===== src/rtl/cpu.sv =====
// cpu: minimal 65C02-compatible core, one registered bus cycle per clock.
// Latency: vector reads in the 2 cycles after RST release, first opcode fetch on the 3rd.
// Backpressure: RDY=0 freezes every register and bus output; only NMI edge capture keeps running.
module cpu (
    input  logic        clk,
    input  logic        RST,
    output logic [15:0] AD,
    input  logic [7:0]  DI,
    output logic [7:0]  DO,
    output logic        WE,
    output logic        sync,
    input  logic        IRQ,
    input  logic        NMI,
    input  logic        RDY,
    input  logic        debug
);
    typedef enum logic [3:0] {
        VEC_LO, VEC_HI, T0, T1, T2, T3, T4, T5,
        I0, I1, I2, I3, I4, I5, I6
    } state_t;

    state_t      state, n_state;
    logic [7:0]  a, n_a, x, n_x, s, n_s, p, n_p, ir, n_ir, adl, n_adl;
    logic [15:0] pc, n_pc, ad_q, n_ad;
    logic [7:0]  do_q, n_do;
    logic        we_q, n_we, sync_q, n_sync;
    logic        nmi_prev, nmi_pend, nmi_sel, n_nmi_sel, nmi_clr, boundary;

    function automatic logic [7:0] set_nz(input logic [7:0] pin, input logic [7:0] v);
        logic [7:0] r;
        r    = pin;
        r[7] = v[7];
        r[1] = (v == 8'h00);
        return r;
    endfunction

    always_comb begin
        n_state   = state;
        n_a       = a;
        n_x       = x;
        n_s       = s;
        n_p       = p;
        n_ir      = ir;
        n_adl     = adl;
        n_pc      = pc;
        n_ad      = ad_q;
        n_we      = 1'b0;
        n_do      = 8'h00;
        n_sync    = 1'b0;
        n_nmi_sel = nmi_sel;
        nmi_clr   = 1'b0;
        boundary  = 1'b0;
        case (state)
            VEC_LO: begin
                n_pc    = {pc[15:8], DI};
                n_ad    = 16'hFFFD;
                n_state = VEC_HI;
            end
            VEC_HI: begin
                n_pc    = {DI, pc[7:0]};
                n_ad    = {DI, pc[7:0]};
                n_sync  = 1'b1;
                n_state = T0;
            end
            T0: begin
                n_ir    = DI;
                n_pc    = pc + 16'd1;
                n_ad    = pc + 16'd1;
                n_state = T1;
            end
            T1: begin
                case (ir)
                    8'hA9: begin
                        n_a      = DI;
                        n_p      = set_nz(p, DI);
                        n_pc     = pc + 16'd1;
                        boundary = 1'b1;
                    end
                    8'hA2: begin
                        n_x      = DI;
                        n_p      = set_nz(p, DI);
                        n_pc     = pc + 16'd1;
                        boundary = 1'b1;
                    end
                    8'h78: begin
                        n_p[2]   = 1'b1;
                        boundary = 1'b1;
                    end
                    8'h58: begin
                        n_p[2]   = 1'b0;
                        boundary = 1'b1;
                    end
                    8'h4C, 8'h8D: begin
                        n_adl   = DI;
                        n_pc    = pc + 16'd1;
                        n_ad    = pc + 16'd1;
                        n_state = T2;
                    end
                    8'h40: begin
                        n_ad    = {8'h01, s};
                        n_state = T2;
                    end
                    default: boundary = 1'b1;
                endcase
            end
            T2: begin
                if (ir == 8'h4C) begin
                    n_pc     = {DI, adl};
                    boundary = 1'b1;
                end else if (ir == 8'h8D) begin
                    n_pc    = pc + 16'd1;
                    n_ad    = {DI, adl};
                    n_we    = 1'b1;
                    n_do    = a;
                    n_state = T3;
                end else begin
                    n_s     = s + 8'd1;
                    n_ad    = {8'h01, s + 8'd1};
                    n_state = T3;
                end
            end
            T3: begin
                if (ir == 8'h40) begin
                    // B and bit 5 are not real storage; they always read back as 1
                    n_p     = DI | 8'h30;
                    n_s     = s + 8'd1;
                    n_ad    = {8'h01, s + 8'd1};
                    n_state = T4;
                end else begin
                    boundary = 1'b1;
                end
            end
            T4: begin
                n_pc    = {pc[15:8], DI};
                n_s     = s + 8'd1;
                n_ad    = {8'h01, s + 8'd1};
                n_state = T5;
            end
            T5: begin
                n_pc     = {DI, pc[7:0]};
                boundary = 1'b1;
            end
            I0: begin
                nmi_clr = 1'b1;
                n_state = I1;
            end
            I1: begin
                n_ad    = {8'h01, s};
                n_we    = 1'b1;
                n_do    = pc[15:8];
                n_state = I2;
            end
            I2: begin
                n_s     = s - 8'd1;
                n_ad    = {8'h01, s - 8'd1};
                n_we    = 1'b1;
                n_do    = pc[7:0];
                n_state = I3;
            end
            I3: begin
                n_s     = s - 8'd1;
                n_ad    = {8'h01, s - 8'd1};
                n_we    = 1'b1;
                n_do    = p & 8'hEF;
                n_state = I4;
            end
            I4: begin
                n_s     = s - 8'd1;
                n_p[2]  = 1'b1;
                n_ad    = nmi_sel ? 16'hFFFA : 16'hFFFE;
                n_state = I5;
            end
            I5: begin
                n_pc    = {pc[15:8], DI};
                n_ad    = ad_q | 16'h0001;
                n_state = I6;
            end
            I6: begin
                n_pc    = {DI, pc[7:0]};
                n_ad    = {DI, pc[7:0]};
                n_sync  = 1'b1;
                n_state = T0;
            end
            default: n_state = VEC_LO;
        endcase
        // Instruction boundary: either fetch the next opcode or start interrupt entry at the same PC
        if (boundary) begin
            n_ad = n_pc;
            if (nmi_pend || (!IRQ && !n_p[2])) begin
                n_state   = I0;
                n_nmi_sel = nmi_pend;
            end else begin
                n_state = T0;
                n_sync  = 1'b1;
            end
        end
    end

    always_ff @(posedge clk or negedge RST) begin
        if (!RST) begin
            state    <= VEC_LO;
            a        <= 8'h00;
            x        <= 8'h00;
            s        <= 8'hFD;
            p        <= 8'h34;
            ir       <= 8'h00;
            adl      <= 8'h00;
            pc       <= 16'h0000;
            ad_q     <= 16'hFFFC;
            we_q     <= 1'b0;
            do_q     <= 8'h00;
            sync_q   <= 1'b0;
            nmi_sel  <= 1'b0;
            nmi_prev <= 1'b1;
            nmi_pend <= 1'b0;
        end else begin
            nmi_prev <= NMI;
            nmi_pend <= (nmi_pend & ~(RDY & nmi_clr)) | (nmi_prev & ~NMI);
            if (RDY) begin
                state   <= n_state;
                a       <= n_a;
                x       <= n_x;
                s       <= n_s;
                p       <= n_p;
                ir      <= n_ir;
                adl     <= n_adl;
                pc      <= n_pc;
                ad_q    <= n_ad;
                we_q    <= n_we;
                do_q    <= n_do;
                sync_q  <= n_sync;
                nmi_sel <= n_nmi_sel;
            end
        end
    end

    assign AD   = ad_q;
    assign WE   = we_q;
    assign sync = sync_q;
    assign DO   = (debug && !we_q) ? ir : do_q;
endmodule


===== config.mk =====
export PLATFORM = sky130hd
export DESIGN_NAME = cpu
export DESIGN_NICKNAME = d
export VERILOG_FILES = /design/src/rtl/cpu.sv
export SDC_FILE = /design/constraint.sdc
export NUM_CORES = 1
export LEC_CHECK = 0
export ABC_AREA = 1
export CORE_ASPECT_RATIO = 1.1
export CORE_MARGIN = 8
export CORE_UTILIZATION = 40
export CTS_CLUSTER_SIZE = 12
export DETAILED_ROUTE_END_ITERATION = 10
export HOLD_SLACK_MARGIN = 0.02
export PLACE_DENSITY = 0.67
export SLEW_MARGIN = 20
export SYNTH_ARGS = -nofsm -noshare
export SYNTH_HDL_FRONTEND = slang
export SYNTH_SLANG_ARGS = --single-unit

===== constraint.sdc =====
create_clock -name clk -period 1.8 [get_ports clk]
set_clock_uncertainty 0.2 [all_clocks]
set_input_delay 0.36 -clock clk [delete_from_list [all_inputs] [get_ports clk]]
set_output_delay 0.36 -clock clk [all_outputs]
set_load 0.02 [all_outputs]

==> flow_summary.yaml, run 1 <==
floorplan:
  dieArea_um2: 20500
  rows: 48
  die_x_um: 137
  ios: 40
  core_area_um2: 15800
  die_y_um: 149
  initial_core_util_pct: 41.0
clocking:
  cts_tree: "done"
  clock-sinks: 88
  path_clk_slew_ns: 0.07
  cts_buffer_depth: 2
  htree_levels: 3
  root_buffer: "clkbuf_16"
  clk_latency_ns: 0.36
  cts_made_buffers: 9
yosys:
  syn_nets: 1055
  synth_edf_count: 0
  synth_area_um2: 6470
  synth_top_flop_cell: "dfrtp_1"
  ys_async_sr_fraction_pct: 100
  yosys_register_bits: 88
  synth_cell_types: 39
  ys_seq_area_share_pct: 34.5
  ys_warn_count: 0
  netlist_instances: 1038
  syn_area_per_cell_um2: 6.24
place:
  hpwlAfterDp_um: 19000
  dp.cells: 1443
  gp_congestion: 0.981
  place_ws_ns: -0.734
  port_buffers: 39
drt:
  wl_met2_um: 13300
  wl_um: 27500
  first_pass_iters: 6
  routed.top_layer: "met4"
  vias: 8450
  drc_errors: 0
  wl_met1_um: 10700
  wire_per_inst_um: 18.2
  drtIter0Drc: 972
  ant_nets: 0
  post_drt_via_cell_ratio: 5.59
  met3WireLength_um: 2210
setup_path:
  critical_path_class: "flip-flop to flip-flop"
  cp.required_ns: 1.89
  reg2regPathDepth: 14
  critPathLaunchType: "flip-flop"
  endpoint_kind: "flip-flop"
  r2r_start: "ir[2]"
  critPathArrivalTime_ns: 2.35
  path_max_fanout: 6
  r2r-end: "AD[15]"
  rrSetupSlack_ns: -0.45
pwr:
  max-vdd-ir-drop_uv: 692
  power_mw: 18.5
  power.density_nw_per_um2: 1750
  p_leak_nw: 5.21
sta:
  worst_slack_ns: -0.455
  clock.fmax_ghz: 0.443
  maxSlewHeadroom_pct: 68.1
  period_needed_ns: 2.25
  drv_slew: 0
  fin_crit_sh_pct: 125
  tns_ns: -25.10
  grt_setup_unrepaired: "true"
  worst_pin_slew_ns: 0.479
  hold_viol_final: 0
  setup_violations: 89
min_path:
  min_path_type: "input port to async pin"
global_routing:
  grt_first_pass_wirelength_um: 39600
  grt_max_degree: 37
  antenna_found_initial: 0
  grt-ovfl-total: 0
  grt_pass1_vias: 7712
  grt_util_all_layers_pct: 24.6
cells_and_area:
  diodes: 0
  final_cells: 1511
  area_growth_pct: 63.0
  final_nets: 1323
  drive_above_1_share_pct: 41.0
  utilization_pct: 66.8
run_status:
  failed_checks: "negative setup slack"
  status: "complete, but fails checks"
flow_run:
  drv_cap: 0
logic make-up after synthesis:
logic type	after synthesis	share of synthesized area, %
fa+ha+maj	3	0.580
flops	88	34.5
simple gates	624	40.4
compound gates	173	14.5
buf+inv	141	8.85
xor+xnor	9	1.22
area by class of cell:
type,count,area [um^2]
clock inverter,7,65.1
timing repair buffer,287,2600
fill,1269,5240
multi-input combinational,810,4740
sequential,88,2240
inverter,110,433
clock buffer,9,225
tap,200,250
through the flow:
step | area [um^2] | hold slack [ns]
floorplan | 6790 | -0.136
global placement | 8770 | 0.0744
detailed placement | 8770 | 0.0761
CTS | 9540 | 0.222
global route | 10600 | 0.236
finish | 10600 | 0.228
cells in the final DEF (no fill, tap or decap), drive strengths merged:
cell / count
a21oi: 42
xor2: 9
o22ai: 5
clkinv: 2
dfrtp: 64
clkbuf: 11
nand3b: 1
or2: 3
nor3: 8
a21boi: 3
clkdlybuf4s15: 12
o21bai: 2
dlygate4sd3: 1
nand2: 358
nor2: 146
a22oi: 2
buf: 255
o31ai: 1
nand4: 32
ha: 3
a221oi: 1
a41oi: 3
o211ai: 3
o21ai: 102
a31oi: 5
dlygate4sd2: 7
clkdlybuf4s50: 10
clkinvlp: 3
o2111ai: 4
inv: 112
nand3: 77
dfstp: 24
worst max-delay path by stage:
stage	startpoint	cells after the start	end	slack (ns)
floorplan	WE	4	DO[0]	-0.09
global placement	debug	6	DO[6]	-0.69
detailed placement	debug	6	DO[5]	-0.73
CTS	ir[4]	12	AD[10]	-0.32
global route	ir[2]	14	AD[15]	-0.53
finish	ir[2]	14	AD[15]	-0.45
synthesized netlist by cell type, types with 2 or more instances:
cell       number  area share, %
a21boi_0        3           0.35
a21oi_1        42            3.2
a22oi_1         2           0.23
a31oi_1         5           0.48
a41oi_1         3           0.41
buf_1           2           0.12
buf_2           9           0.70
buf_4           6           0.70
clkbuf_1       11           0.64
clkbuf_2        2           0.15
dfrtp_1        64             25
dfstp_2        24            9.7
ha_1            3           0.58
inv_1         100            5.8
inv_2           9           0.52
nand2_1       353             20
nand2_2         3           0.29
nand3_1        75            5.8
nand4_1        32            3.1
nor2_1        133            7.7
nor2_2         11            1.1
nor2_4          2           0.35
nor3_1          8           0.62
o2111ai_1       4           0.54
o211ai_1        3           0.35
o21ai_0        97            7.5
o21ai_1         5           0.39
o21bai_1        2           0.23
o22ai_1         5           0.48
or2_2           3           0.29
xor2_1          9            1.2
critical path: stages, from the launching register on:
cell,delay (ns)
dfrtp_1,0.45
buf_6,0.15
nand2_4,0.06
inv_4,0.09
nand2_4,0.06
nor2_4,0.18
nor2_4,0.10
nand2_2,0.09
nand3_4,0.18
nor2_4,0.26
inv_2,0.09
nor2_1,0.09
nor2_1,0.04
nand2_1,0.07
nand2_1,0.05
registers in the layout (all words and copies together) (netlist names):
signal    cells
AD           16
pc           16
a             8
adl           8
do_q          8
ir            8
s             8
p             7
state         4
WE            1
nmi_pend      1
nmi_prev      1
nmi_sel       1
sync          1
power breakdown:
part	leakage, nW	internal (mW)	switching [mW]
sequential	1.07	2.89	0.739
clock	0.134	0.969	0.926
combinational	4.00	5.69	7.30
total	5.21	9.55	8.96
routing by layer:
metal / track usage [%] / vias up
met5: 0 / -
met4: 13.5 / 0
met3: 3.32 / 96
met2: 39.2 / 444
met1: 31.6 / 3997
li1: - / 3913
what timing repair did:
item / 4_1_cts / 5_1_grt
setup buffers: 17 / 29
pin swaps: 16 / 56
resized for setup: 189 / 229
gates cloned: 3 / 4
hold buffers: 1 / 0
endpoints found under the setup margin: 110 / 98
endpoints found under the hold margin: 58 / 0
(Power assumes the default switching activity.)
==> run 2, diff against run 1 <==
Settings changed: CORE_UTILIZATION 40 to 50, PLACE_DENSITY 0.67 to 0.76, SETUP_SLACK_MARGIN set to 0.15.
Clock period 1.8 ns to 2.87 ns, I/O delays scaled along.
==> run 2 against run 1 <==
Compared with the run above:
- the run now ends clean
- clock-buffer cell count increased by 1
- sequential share of layout area increased by 8.9 points
- die area decreased by 18%
- critical path type is now input port to output port
- largest power group unchanged
- highest routed layer unchanged
==> flow_summary.yaml, run 2 (synthesis gave the netlist of run 1 again) <==
floorplan:
  ios: 40
  core_area_um2: 12600
  rows: 43
  dieArea_um2: 16800
  die_x_um: 124
  initial_core_util_pct: 51.2
  die_y_um: 135
place:
  place_ws_ns: -0.0735
  hpwlAfterDp_um: 16200
  gp_congestion: 0.979
  port_buffers: 39
  dpl_cell_area_um2: 7080
setup_path:
  endpoint_kind: "output port"
  path_max_fanout: 16
  critPathArrivalTime_ns: 1.74
  critPathLaunchType: "input port"
  cp.required_ns: 2.10
  critical_path_class: "input port to output port"
drt:
  vias: 7022
  wire_per_inst_um: 17.0
  wl_um: 21100
  first_pass_iters: 6
  drc_errors: 0
  post_drt_via_cell_ratio: 5.65
  drtIter0Drc: 768
  ant_nets: 0
clocking:
  cts_tree: "done"
  cts_made_buffers: 9
  clock-sinks: 88
  root_buffer: "clkbuf_16"
  clk_latency_ns: 0.36
  cts_buffer_depth: 2
  path_clk_slew_ns: 0.07
  htree_levels: 3
sta:
  clock.fmax_ghz: 0.398
  worst_pin_slew_ns: 0.603
  hold_viol_final: 0
  fin_crit_sh_pct: 87.5
  drv_slew: 0
  fin_hold_ws_ns: 0.0246
  worst_slack_ns: 0.357
  setup_violations: 0
  period_needed_ns: 2.51
  maxSlewHeadroom_pct: 59.4
  grt_setup_unrepaired: "false"
cells_and_area:
  drive_above_1_share_pct: 9.21
  postLayoutCellArea_um2: 7390
  diodes: 0
  final_cell_mix: "351 x nand2_1, 131 x nor2_1, 100 x inv_1, 97 x o21ai_0, 75 x nand3_1"
  area_growth_pct: 14.2
  final_common_cell: "nand2_1"
  final_nets: 1098
flow_run:
  drv_cap: 0
pwr:
  max-vdd-ir-drop_uv: 465
  pwr-share-comb_pct: 57.4
  pwr-share-clk_pct: 14.9
  p_seq_share_pct: 27.7
  power.density_nw_per_um2: 1120
  p_leak_nw: 3.61
  swShare_pct: 50.7
  power_mw: 8.31
  p_int_mw: 4.09
  power.net_switching_mw: 4.22
global_routing:
  grt_util_all_layers_pct: 24.7
  grt_max_degree: 49
  grt_first_pass_wirelength_um: 33800
  grt_pass1_vias: 6349
  antenna_found_initial: 0
  grt-ovfl-total: 0
min_path:
  min_path_type: "input port to async pin"
run_status:
  status: "completed"
run 2: area by class of cell:
type                       count  area [um^2]
inverter                     110          413
multi-input combinational    809         3690
sequential                    88         2230
clock buffer                  10          229
tap                          157          196
clock inverter                 6         72.6
fill                        1242         5250
timing repair buffer          63          566
run 2: path summary, 6_finish.rpt:
check	start	endpoint	slack [ns]	cells past startpoint
hold reg to reg	AD[4]	AD[4]	0.27	2
max in group asynchronous	RST	AD[2]	1.72	2
setup reg to reg	state[0]	AD[2]	0.36	13
hold / removal	RST	adl[0]	0.02	1
setup / recovery	debug	DO[6]	0.36	4
min in group clk	AD[4]	AD[4]	0.27	2
run 2: what timing repair did:
item / 4_1_cts / 5_1_grt
setup endpoints to repair: 8 / 8
hold buffers: 0 / 0
gates resized for setup: 9 / 4
setup buffers: 0 / 0
hold endpoints to repair: 0 / 0
run 2: worst max-delay path, cell delays in order:
cell and delay [ns]:
clkdlybuf4s50_1 0.47, nand2_2 0.15, o21ai_0 0.18, dlygate4sd2_1 0.36
run 2: metrics by stage:
step,util (%),setup TNS (ns),std cells
5_1_grt,58.5,0,1243
3_5_place_dp,56.0,-0.432,1227
4_1_cts,58.4,0,1243
6_report,58.5,0,1243
2_1_floorplan,-,0,1038
3_3_place_gp,56.0,-0.175,1227
run 2: metal layers:
metal	share of wire, %	track usage, %	vias to the layer above
met5	0	0	-
met4	3.3	11.1	0
met3	7.0	4.11	49
met2	47	40.4	287
met1	42	31.7	3237
li1	-	-	3449
run 2: power by group through the flow:
stage	combinational (mW)	sequential, mW	clock, mW
CTS	4.68	2.29	1.25
floorplan	3.17	2.29	0
global placement	4.63	2.30	0
detailed placement	4.69	2.30	0
global route	5.28	2.37	1.29
finish	4.77	2.30	1.24
